File: src/rtl/tmip_action_sched.sv
// Captures image size and action list, then issues one datapath pass at a time; optional flip folding via TMIP_FLIP_FOLD_EN.
// Latency: first cmd_valid two cycles after in_valid_2 falls; each later command at least one cycle after dp_done.
// Backpressure: command fields held stable until cmd_valid && cmd_ready; only one command outstanding.
module tmip_action_sched #(
    parameter int QUEUE_DEPTH = 8
) (
    input  logic       clk,
    input  logic       rst_n,
    input  logic       in_valid,
    input  logic [4:0] img_size,
    input  logic       in_valid_2,
    input  logic [1:0] action,
    output logic       cmd_valid,
    input  logic       cmd_ready,
    output logic [2:0] cmd_op,
    output logic [4:0] cmd_size,
    output logic [2:0] cmd_orient,
    input  logic       dp_done,
    output logic       busy
);

    localparam int AW = (QUEUE_DEPTH > 1) ? $clog2(QUEUE_DEPTH) : 1;
    localparam int PW = $clog2(QUEUE_DEPTH + 1);
    localparam logic [PW-1:0] Q_FULL  = PW'(QUEUE_DEPTH);
    localparam logic [PW-1:0] PTR_ONE = PW'(1);

    localparam logic [2:0] OP_POOL = 3'd0;
    localparam logic [2:0] OP_CORR = 3'd5;
    localparam logic [1:0] ACT_POOL = 2'd0;

    typedef enum logic [2:0] {
        S_IDLE,
        S_LOAD,
        S_WAIT_ACT,
        S_COLLECT,
        S_ISSUE,
        S_CMD,
        S_WAIT_DONE
    } state_t;

    state_t        state_q;
    logic [4:0]    size_q;
    logic [2:0]    orient_q;
    logic [1:0]    queue_q [QUEUE_DEPTH];
    logic [PW-1:0] wr_q;
    logic [PW-1:0] rd_q;
    logic          cmd_valid_q;
    logic [2:0]    cmd_op_q;
    logic [4:0]    cmd_size_q;
    logic [2:0]    cmd_orient_q;
    logic          busy_q;

    logic          push_d;
    logic          q_empty_d;
    logic [1:0]    head_d;

    // The queue only fills during one collect phase and drains once, so it never wraps.
    assign push_d    = in_valid_2 && ((state_q == S_WAIT_ACT) || (state_q == S_COLLECT))
                       && (wr_q != Q_FULL);
    assign q_empty_d = (rd_q == wr_q);
    assign head_d    = queue_q[rd_q[AW-1:0]];

`ifdef TMIP_FLIP_FOLD_EN
    logic [2:0] orient_d;

    // orient is {transpose, mirror_x, mirror_y}; a transpose swaps the two mirrors.
    always_comb begin
        orient_d = orient_q;
        case (head_d)
            2'd1:    orient_d = orient_q ^ 3'b010;
            2'd2:    orient_d = orient_q ^ 3'b001;
            2'd3:    orient_d = {~orient_q[2], orient_q[0], orient_q[1]};
            default: orient_d = orient_q;
        endcase
    end
`endif

    always_ff @(posedge clk) begin
        if (push_d) begin
            queue_q[wr_q[AW-1:0]] <= action;
        end
    end

    always_ff @(posedge clk or negedge rst_n) begin
        if (!rst_n) begin
            state_q      <= S_IDLE;
            size_q       <= '0;
            orient_q     <= '0;
            wr_q         <= '0;
            rd_q         <= '0;
            cmd_valid_q  <= 1'b0;
            cmd_op_q     <= '0;
            cmd_size_q   <= '0;
            cmd_orient_q <= '0;
            busy_q       <= 1'b0;
        end else begin
            if (push_d) begin
                wr_q <= wr_q + PTR_ONE;
            end
            case (state_q)
                S_IDLE: begin
                    if (in_valid) begin
                        size_q   <= img_size;
                        orient_q <= '0;
                        wr_q     <= '0;
                        rd_q     <= '0;
                        busy_q   <= 1'b1;
                        state_q  <= S_LOAD;
                    end
                end
                S_LOAD: begin
                    if (!in_valid) begin
                        state_q <= S_WAIT_ACT;
                    end
                end
                S_WAIT_ACT: begin
                    if (in_valid_2) begin
                        state_q <= S_COLLECT;
                    end
                end
                S_COLLECT: begin
                    if (!in_valid_2) begin
                        state_q <= S_ISSUE;
                    end
                end
                S_ISSUE: begin
                    if (q_empty_d) begin
                        cmd_valid_q  <= 1'b1;
                        cmd_op_q     <= OP_CORR;
                        cmd_size_q   <= size_q;
                        cmd_orient_q <= orient_q;
                        state_q      <= S_CMD;
                    end else begin
                        rd_q <= rd_q + PTR_ONE;
                        if (head_d == ACT_POOL) begin
                            // Pooling a 4x4 image is a no-op: pop and stay here.
                            if (size_q > 5'd4) begin
                                cmd_valid_q  <= 1'b1;
                                cmd_op_q     <= OP_POOL;
                                cmd_size_q   <= size_q;
                                cmd_orient_q <= '0;
                                state_q      <= S_CMD;
                            end
                        end else begin
`ifdef TMIP_FLIP_FOLD_EN
                            orient_q <= orient_d;
`else
                            cmd_valid_q  <= 1'b1;
                            cmd_op_q     <= {1'b0, head_d};
                            cmd_size_q   <= size_q;
                            cmd_orient_q <= '0;
                            state_q      <= S_CMD;
`endif
                        end
                    end
                end
                S_CMD: begin
                    if (cmd_ready) begin
                        cmd_valid_q <= 1'b0;
                        state_q     <= S_WAIT_DONE;
                    end
                end
                S_WAIT_DONE: begin
                    if (dp_done) begin
                        if (cmd_op_q == OP_CORR) begin
                            busy_q  <= 1'b0;
                            state_q <= S_IDLE;
                        end else begin
                            if (cmd_op_q == OP_POOL) begin
                                size_q <= size_q >> 1;
                            end
                            state_q <= S_ISSUE;
                        end
                    end
                end
                default: state_q <= S_IDLE;
            endcase
        end
    end

    assign cmd_valid  = cmd_valid_q;
    assign cmd_op     = cmd_op_q;
    assign cmd_size   = cmd_size_q;
    assign cmd_orient = cmd_orient_q;
    assign busy       = busy_q;

endmodule

File: config.mk
export PLATFORM = sky130hd
export DESIGN_NAME = tmip_action_sched
export DESIGN_NICKNAME = d
export VERILOG_FILES = /design/src/rtl/tmip_action_sched.sv
export SDC_FILE = /design/constraint.sdc
export NUM_CORES = 1
export LEC_CHECK = 0
export ABC_AREA = 1
export BUFFER_PORTS_ARGS = -buffer_cell sky130_fd_sc_hd__buf_4
export CORE_MARGIN = 4
export CORE_UTILIZATION = 35
export CTS_CLUSTER_DIAMETER = 60
export DETAILED_ROUTE_END_ITERATION = 10
export GPL_ROUTABILITY_DRIVEN = 0
export PLACE_DENSITY_LB_ADDON = 0.1
export SLEW_MARGIN = 10
export SYNTH_ARGS = -nofsm -noshare
export SYNTH_HDL_FRONTEND = slang
export SYNTH_SLANG_ARGS = --single-unit
File: constraint.sdc
create_clock -name clk -period 2.1 [get_ports clk]
set_input_delay 0.21 -clock clk [delete_from_list [all_inputs] [get_ports clk]]
set_output_delay 0.21 -clock clk [all_outputs]
set_load 0.01 [all_outputs]
==> run_results.csv, run 1 <==
group,metric,value,unit
status,outcome,"finished clean",
logic_synthesis,async_flop_share,61.90,%
critical_path,cp-start-kind,"flop",
critical_path,reg2reg_slack,230,ps
route,first_pass_iters,4,
pwr,vdd_ir_drop_max,0.5282,mV
timing,fmax,533.7,MHz
critical_path,setup.worst_path.class,"reg2reg",
route,wirelength,4801,um
route,wire_per_inst,13.05,um
timing,setup_tns,0,ps
critical_path,r2r_start,"wr_q[1]",
timing,finalHoldViolations,0,
die,fp-row-count,28,
die,dieArea,7704,um2
logic_synthesis,synthCells,268,
die,die_y,87.77,um
clock_tree,cts_sinks,42,
timing,fin_skew,3.403,ps
die,die_w,87.77,um
logic_synthesis,netlist_top_cells_area,"dfrtp_1 29%, edfxtp_1 22%, nand2_1 13%",
logic_synthesis,synth_edf_count,16,
final_layout,antenna_cells,0,
clock_tree,cts_tree,"yes",
logic_synthesis,syn_avg_cell_area,8.310,um2
critical_path,worstPathMaxFanout,5,
final_layout,syn_to_final_growth,14.38,%
pwr,leakage,1.195,nW
placement,port-buffer-count,22,
grt,globalRouteTotalUtil,14.04,%
die,start_util,36.75,%
pwr,power_density,1368,nW/um2
logic_synthesis,yosysTopAreaCell,"dfrtp_1",
timing,fin_crit_sh,89.22,%
route,drtIter0Drc,73,
logic_synthesis,synth_cell_types,33,
critical_path,r2r-end,"wr_q[3]",
route,viasPerCell,4.701,
clock_tree,clockBufferDepth,2,
timing,drv_slew,0,
final_layout,finalNetCount,308,
logic_synthesis,synth_seq_cells,42,
logic_synthesis,yosysWarnings,0,
worst_hold_path,min_delay_path_depth,1,
timing,rsz0062_at_grt,"false",
clock_tree,clkLatencyLatePin,290,ps
clock_tree,cts_buffers,5,
critical_path,required,2270,ps
route,vias,1730,
route,ant_nets,0,
grt,grt_pass1_vias,1733,
logic_synthesis,synthTopCellsByCount,"80 x nand2_1, 27 x inv_1, 27 x nor2_1",
logic_synthesis,synthMostInstantiatedCell,"nand2_1",
worst_hold_path,hold_end,"queue_q[0][1]",
critical_path,end_kind,"flop",
final_layout,layout-drive-gt1-share,17.06,%
timing,final-setup-viol-count,0,
grt,grt.overflow.total,0,
logic_synthesis,syn-cell-area,2227,um2
final_layout,stdcell_count,368,
die,core,6061,um2
grt,grt_max_degree,27,
clock_tree,clkTransAtPathRegs,80,ps
clock_tree,cts_max_level,2,
worst_hold_path,min_from,"action[1]",
placement,dpl.hpwl,3691,um
logic_synthesis,ys.flop_type,"dfrtp_1",
clock_tree,root_buffer,"clkbuf_8",
placement,dp_cells,359,
grt,grt_first_pass_wirelength,8355,um
job,cap_violations,0,
die,io_pins,26,
route,drcViolationCount,0,
logic_synthesis,seq_area_frac_synth,50.79,%
clock_tree,hold_buffers,1,
logic_synthesis,synth_top_area_share,29.21,%
clock_tree,cts_resized,0,
critical_path,r2r_cells,9,
clock_tree,postCtsSetupRepairBufs,0,
timing,min_period,1874,ps
worst_hold_path,hold_class,"in2reg",
grt,antenna_found_initial,0,
critical_path,crit_arrival,2050,ps
-- through the flow --
stage	hold slack [ps]	util, %	instance area [um2]	total power [W]	worst slack [ps]
after floorplan	-85.59	-	2235	0.002484	581.3
after global placement	154.1	40.05	2427	0.002887	199.6
after detailed placement	147.4	40.05	2427	0.002885	240.2
after CTS	155.8	42.03	2547	0.003535	213.1
after global routing	159.1	42.03	2547	0.003825	13.64
final	164.1	42.03	2547	0.003485	226.5
-- cells in the final DEF (no fill, tap or decap), types with 2 or more instances in the layout --
cell type	instances
nand2_1	80
inv_1	27
nor2_1	27
nand3_1	26
dfrtp_1	26
buf_4	25
edfxtp_1	16
o21ai_0	11
a21oi_1	7
nand4_1	5
clkbuf_8	5
nor2_2	3
nand2_2	3
o21ai_2	3
ha_1	3
conb_1	3
xor2_1	2
nor3_1	2
inv_2	2
o21ai_1	2
-- area by class of cell --
type,instances,area (um2)
Multi-Input combinational cell,187,899.6
Inverter,30,115.1
Fill cell,634,3513
Clock buffer,6,72.57
Timing Repair Buffer,26,197.7
Sequential cell,42,1131
Tap cell,75,93.84
Clock inverter,2,37.54
-- power by group --
part | total (W) | internal, W | switching (W)
Clock | 0.000634 | 0.000355 | 0.000280
Sequential | 0.00132 | 0.00108 | 0.000237
Combinational | 0.00153 | 0.000579 | 0.000955
-- cells by family after synthesis --
kind of cell,Yosys count,synth area share (%)
compound gates,27,7.079
buf+inv,41,9.158
other cells,1,0.1684
xor+xnor,2,0.7867
simple gates,152,30.34
fa+ha+maj,3,1.686
flops,42,50.79
-- worst max-delay path by stage --
stage / cells past startpoint / to / from
finish: 9 / wr_q[3] / wr_q[1]
global route: 9 / wr_q[3] / wr_q[1]
floorplan: 9 / wr_q[3] / wr_q[1]
detailed placement: 9 / wr_q[3] / wr_q[1]
global placement: 9 / wr_q[3] / wr_q[1]
CTS: 9 / wr_q[3] / wr_q[1]
-- registers in the layout, indices dropped and copies added (netlist names) --
signal / count
state_q: 3
cmd_valid: 1
rd_q: 4
size_q: 5
cmd_op: 3
cmd_size: 5
queue_q: 16
wr_q: 4
busy: 1
-- per-layer routing --
metal | vias to the layer above | share of wire (%) | global-route usage (%)
met5 | - | 0 | 0
met1 | 806 | 51 | 19.95
li1 | 899 | - | -
met4 | 0 | 0.83 | 3.487
met2 | 21 | 45 | 21.85
met3 | 4 | 2.9 | 3.010
-- worst max-delay path: stages (launching register included) --
cell and delay (ps):
dfrtp_1 420, inv_1 130, ha_1 200, nand3_1 100, nand3_1 150, inv_1 140, nand2_1 130, nor2_1 270
xor2_1 180, nor2_1 50
Power figures use the tool's default switching activity.
==> run 2: changes to the inputs <==
--- a/config.mk
+++ b/config.mk
@@ -7,13 +7,15 @@
 export LEC_CHECK = 0
 export ABC_AREA = 1
 export BUFFER_PORTS_ARGS = -buffer_cell sky130_fd_sc_hd__buf_4
+export CELL_PAD_IN_SITES_DETAIL_PLACEMENT = 1
+export CELL_PAD_IN_SITES_GLOBAL_PLACEMENT = 2
 export CORE_MARGIN = 4
-export CORE_UTILIZATION = 35
+export CORE_UTILIZATION = 34
 export CTS_CLUSTER_DIAMETER = 60
 export DETAILED_ROUTE_END_ITERATION = 10
 export GPL_ROUTABILITY_DRIVEN = 0
 export PLACE_DENSITY_LB_ADDON = 0.1
-export SLEW_MARGIN = 10
+export SLEW_MARGIN = 5
 export SYNTH_ARGS = -nofsm -noshare
 export SYNTH_HDL_FRONTEND = slang
 export SYNTH_SLANG_ARGS = --single-unit
==> run 2 against run 1 <==
Effect of this change:
- die area increased by 2.7%
- maximum frequency fell by 0.83%
- count of clock-buffer cells in the layout down 1
- routed wire length rose by 14%
- largest power group unchanged
- utilization decreased by 2.1 points
- critical path type unchanged
- setup slack got worse by 16 ps
==> run_results.csv, run 2 (synthesis gave the netlist of run 1 again) <==
group,metric,value,unit
status,outcome,"finished clean",
route,drcViolationCount,0,
final_layout,layout-drive-gt1-share,17.35,%
grt,globalRouteTotalUtil,14.92,%
critical_path,r2r_start,"wr_q[1]",
timing,rsz0062_at_grt,"false",
critical_path,setup.worst_path.class,"reg2reg",
timing,drv_slew,0,
timing,fin_skew,9.508,ps
critical_path,crit_arrival,2080,ps
route,wire_per_inst,14.77,um
grt,grt_first_pass_wirelength,8873,um
placement,dpl.hpwl,4197,um
final_layout,antenna_cells,0,
final_layout,layout_commonest_cell,"nand2_1",
final_layout,final_cell_mix,"80 x nand2_1, 27 x inv_1, 27 x nor2_1",
timing,fin_crit_sh,89.97,%
final_layout,finalNetCount,309,
pwr,vdd_ir_drop_max,0.5451,mV
placement,dp_cells,362,
grt,grt.overflow.total,0,
timing,setup_tns,0,ps
die,die_w,88.94,um
job,cap_violations,0,
clock_tree,cts_tree,"yes",
final_layout,largest_register_ffs,16,
die,fp-row-count,29,
timing,min_period,1889,ps
clock_tree,root_buffer,"clkbuf_8",
route,viasPerCell,4.809,
placement,place_area,2437,um2
final_layout,syn_to_final_growth,13.88,%
timing,final-setup-viol-count,0,
route,drtIter0Drc,38,
critical_path,r2r-end,"wr_q[3]",
clock_tree,cts_buffers,5,
critical_path,cp-start-kind,"flop",
critical_path,reg2reg_slack,210,ps
timing,fmax,529.3,MHz
timing,holdWs,148.4,ps
clock_tree,cts_max_level,2,
die,core,6350,um2
die,die_y,88.94,um
route,wirelength,5480,um
worst_hold_path,min_delay_path_depth,3,
clock_tree,clkLatencyLatePin,300,ps
worst_hold_path,min_from,"img_size[4]",
die,dieArea,7909,um2
route,first_pass_iters,4,
die,io_pins,26,
route,vias,1784,
route,ant_nets,0,
grt,grt_max_degree,27,
grt,antenna_found_initial,0,
clock_tree,cts_sinks,42,
worst_hold_path,hold_class,"in2reg",
clock_tree,clockBufferDepth,2,
final_layout,fin_area,2536,um2
timing,finalHoldViolations,0,
pwr,power_density,1359,nW/um2
die,start_util,35.07,%
clock_tree,clkTransAtPathRegs,90,ps
critical_path,required,2290,ps
grt,grt_pass1_vias,1749,
worst_hold_path,hold_end,"size_q[4]",
final_layout,stdcell_count,371,
pwr,leakage,1.190,nW
critical_path,end_kind,"flop",
final_layout,fillers,774,
critical_path,r2r_cells,9,
critical_path,worstPathMaxFanout,5,
placement,port-buffer-count,22,
## run 2: worst max-delay path: stages, from the launching register on
cell	delay [ps]
dfrtp_1	440
inv_1	160
ha_1	220
nand3_1	90
nand3_1	140
inv_1	140
nand2_1	110
nor2_1	260
xor2_1	170
nor2_1	50
## run 2: how the worst max path moves through the flow
stage | start | to | slack [ps]
2_1_floorplan | wr_q[1] | wr_q[3] | 580
3_3_place_gp | wr_q[1] | wr_q[3] | 130
3_5_place_dp | wr_q[1] | queue_q[2][1] | 190
4_1_cts | wr_q[1] | queue_q[2][0] | 180
5_1_grt | wr_q[1] | queue_q[2][1] | 60
6_report | wr_q[1] | wr_q[3] | 210
## run 2: power by group
group	internal (W)	switching, W	total, W
Combinational	0.000585	0.000998	0.00158
Clock	0.000234	0.000304	0.000538
Sequential	0.00108	0.000245	0.00132
Total	0.00190	0.00155	0.00345
## run 2: through the flow
step	setup slack [ps]	utilization, %	power, W
detailed placement	191.9	38.38	0.002947
CTS	182.5	39.94	0.003499
global route	56.32	39.94	0.003784
finish	210.7	39.94	0.003446
floorplan	581.3	-	0.002484
global placement	134.7	38.38	0.002932
## run 2: final cells by class
type                            count  area, um2  area share, %
Clock inverter                      3      20.02         0.7893
Inverter                           30      115.1          4.539
Sequential cell                    42       1131          44.60
Tap cell                           77      96.34          3.799
Clock buffer                        5      68.82          2.713
Multi-Input combinational cell    187      899.6          35.47
Timing Repair Buffer               27      205.2          8.091
## run 2: timing repair
| item | 4_1_cts | 5_1_grt |
|---|---|---|
| hold endpoints to repair | 26 | 0 |
| buffers inserted | 0 | 0 |
| resized for setup | 0 | 0 |
| endpoints found under the setup margin | 0 | 0 |
| hold buffers | 1 | 0 |
## run 2: metal layers
| metal | vias up | routed length (um) | track usage (%) |
|---|---|---|---|
| met5 | - | 0 | 0 |
| met4 | 0 | 57 | 4.330 |
| met3 | 5 | 143 | 3.318 |
| met2 | 16 | 2417 | 21.59 |
| met1 | 860 | 2861 | 22.33 |
| li1 | 903 | - | - |
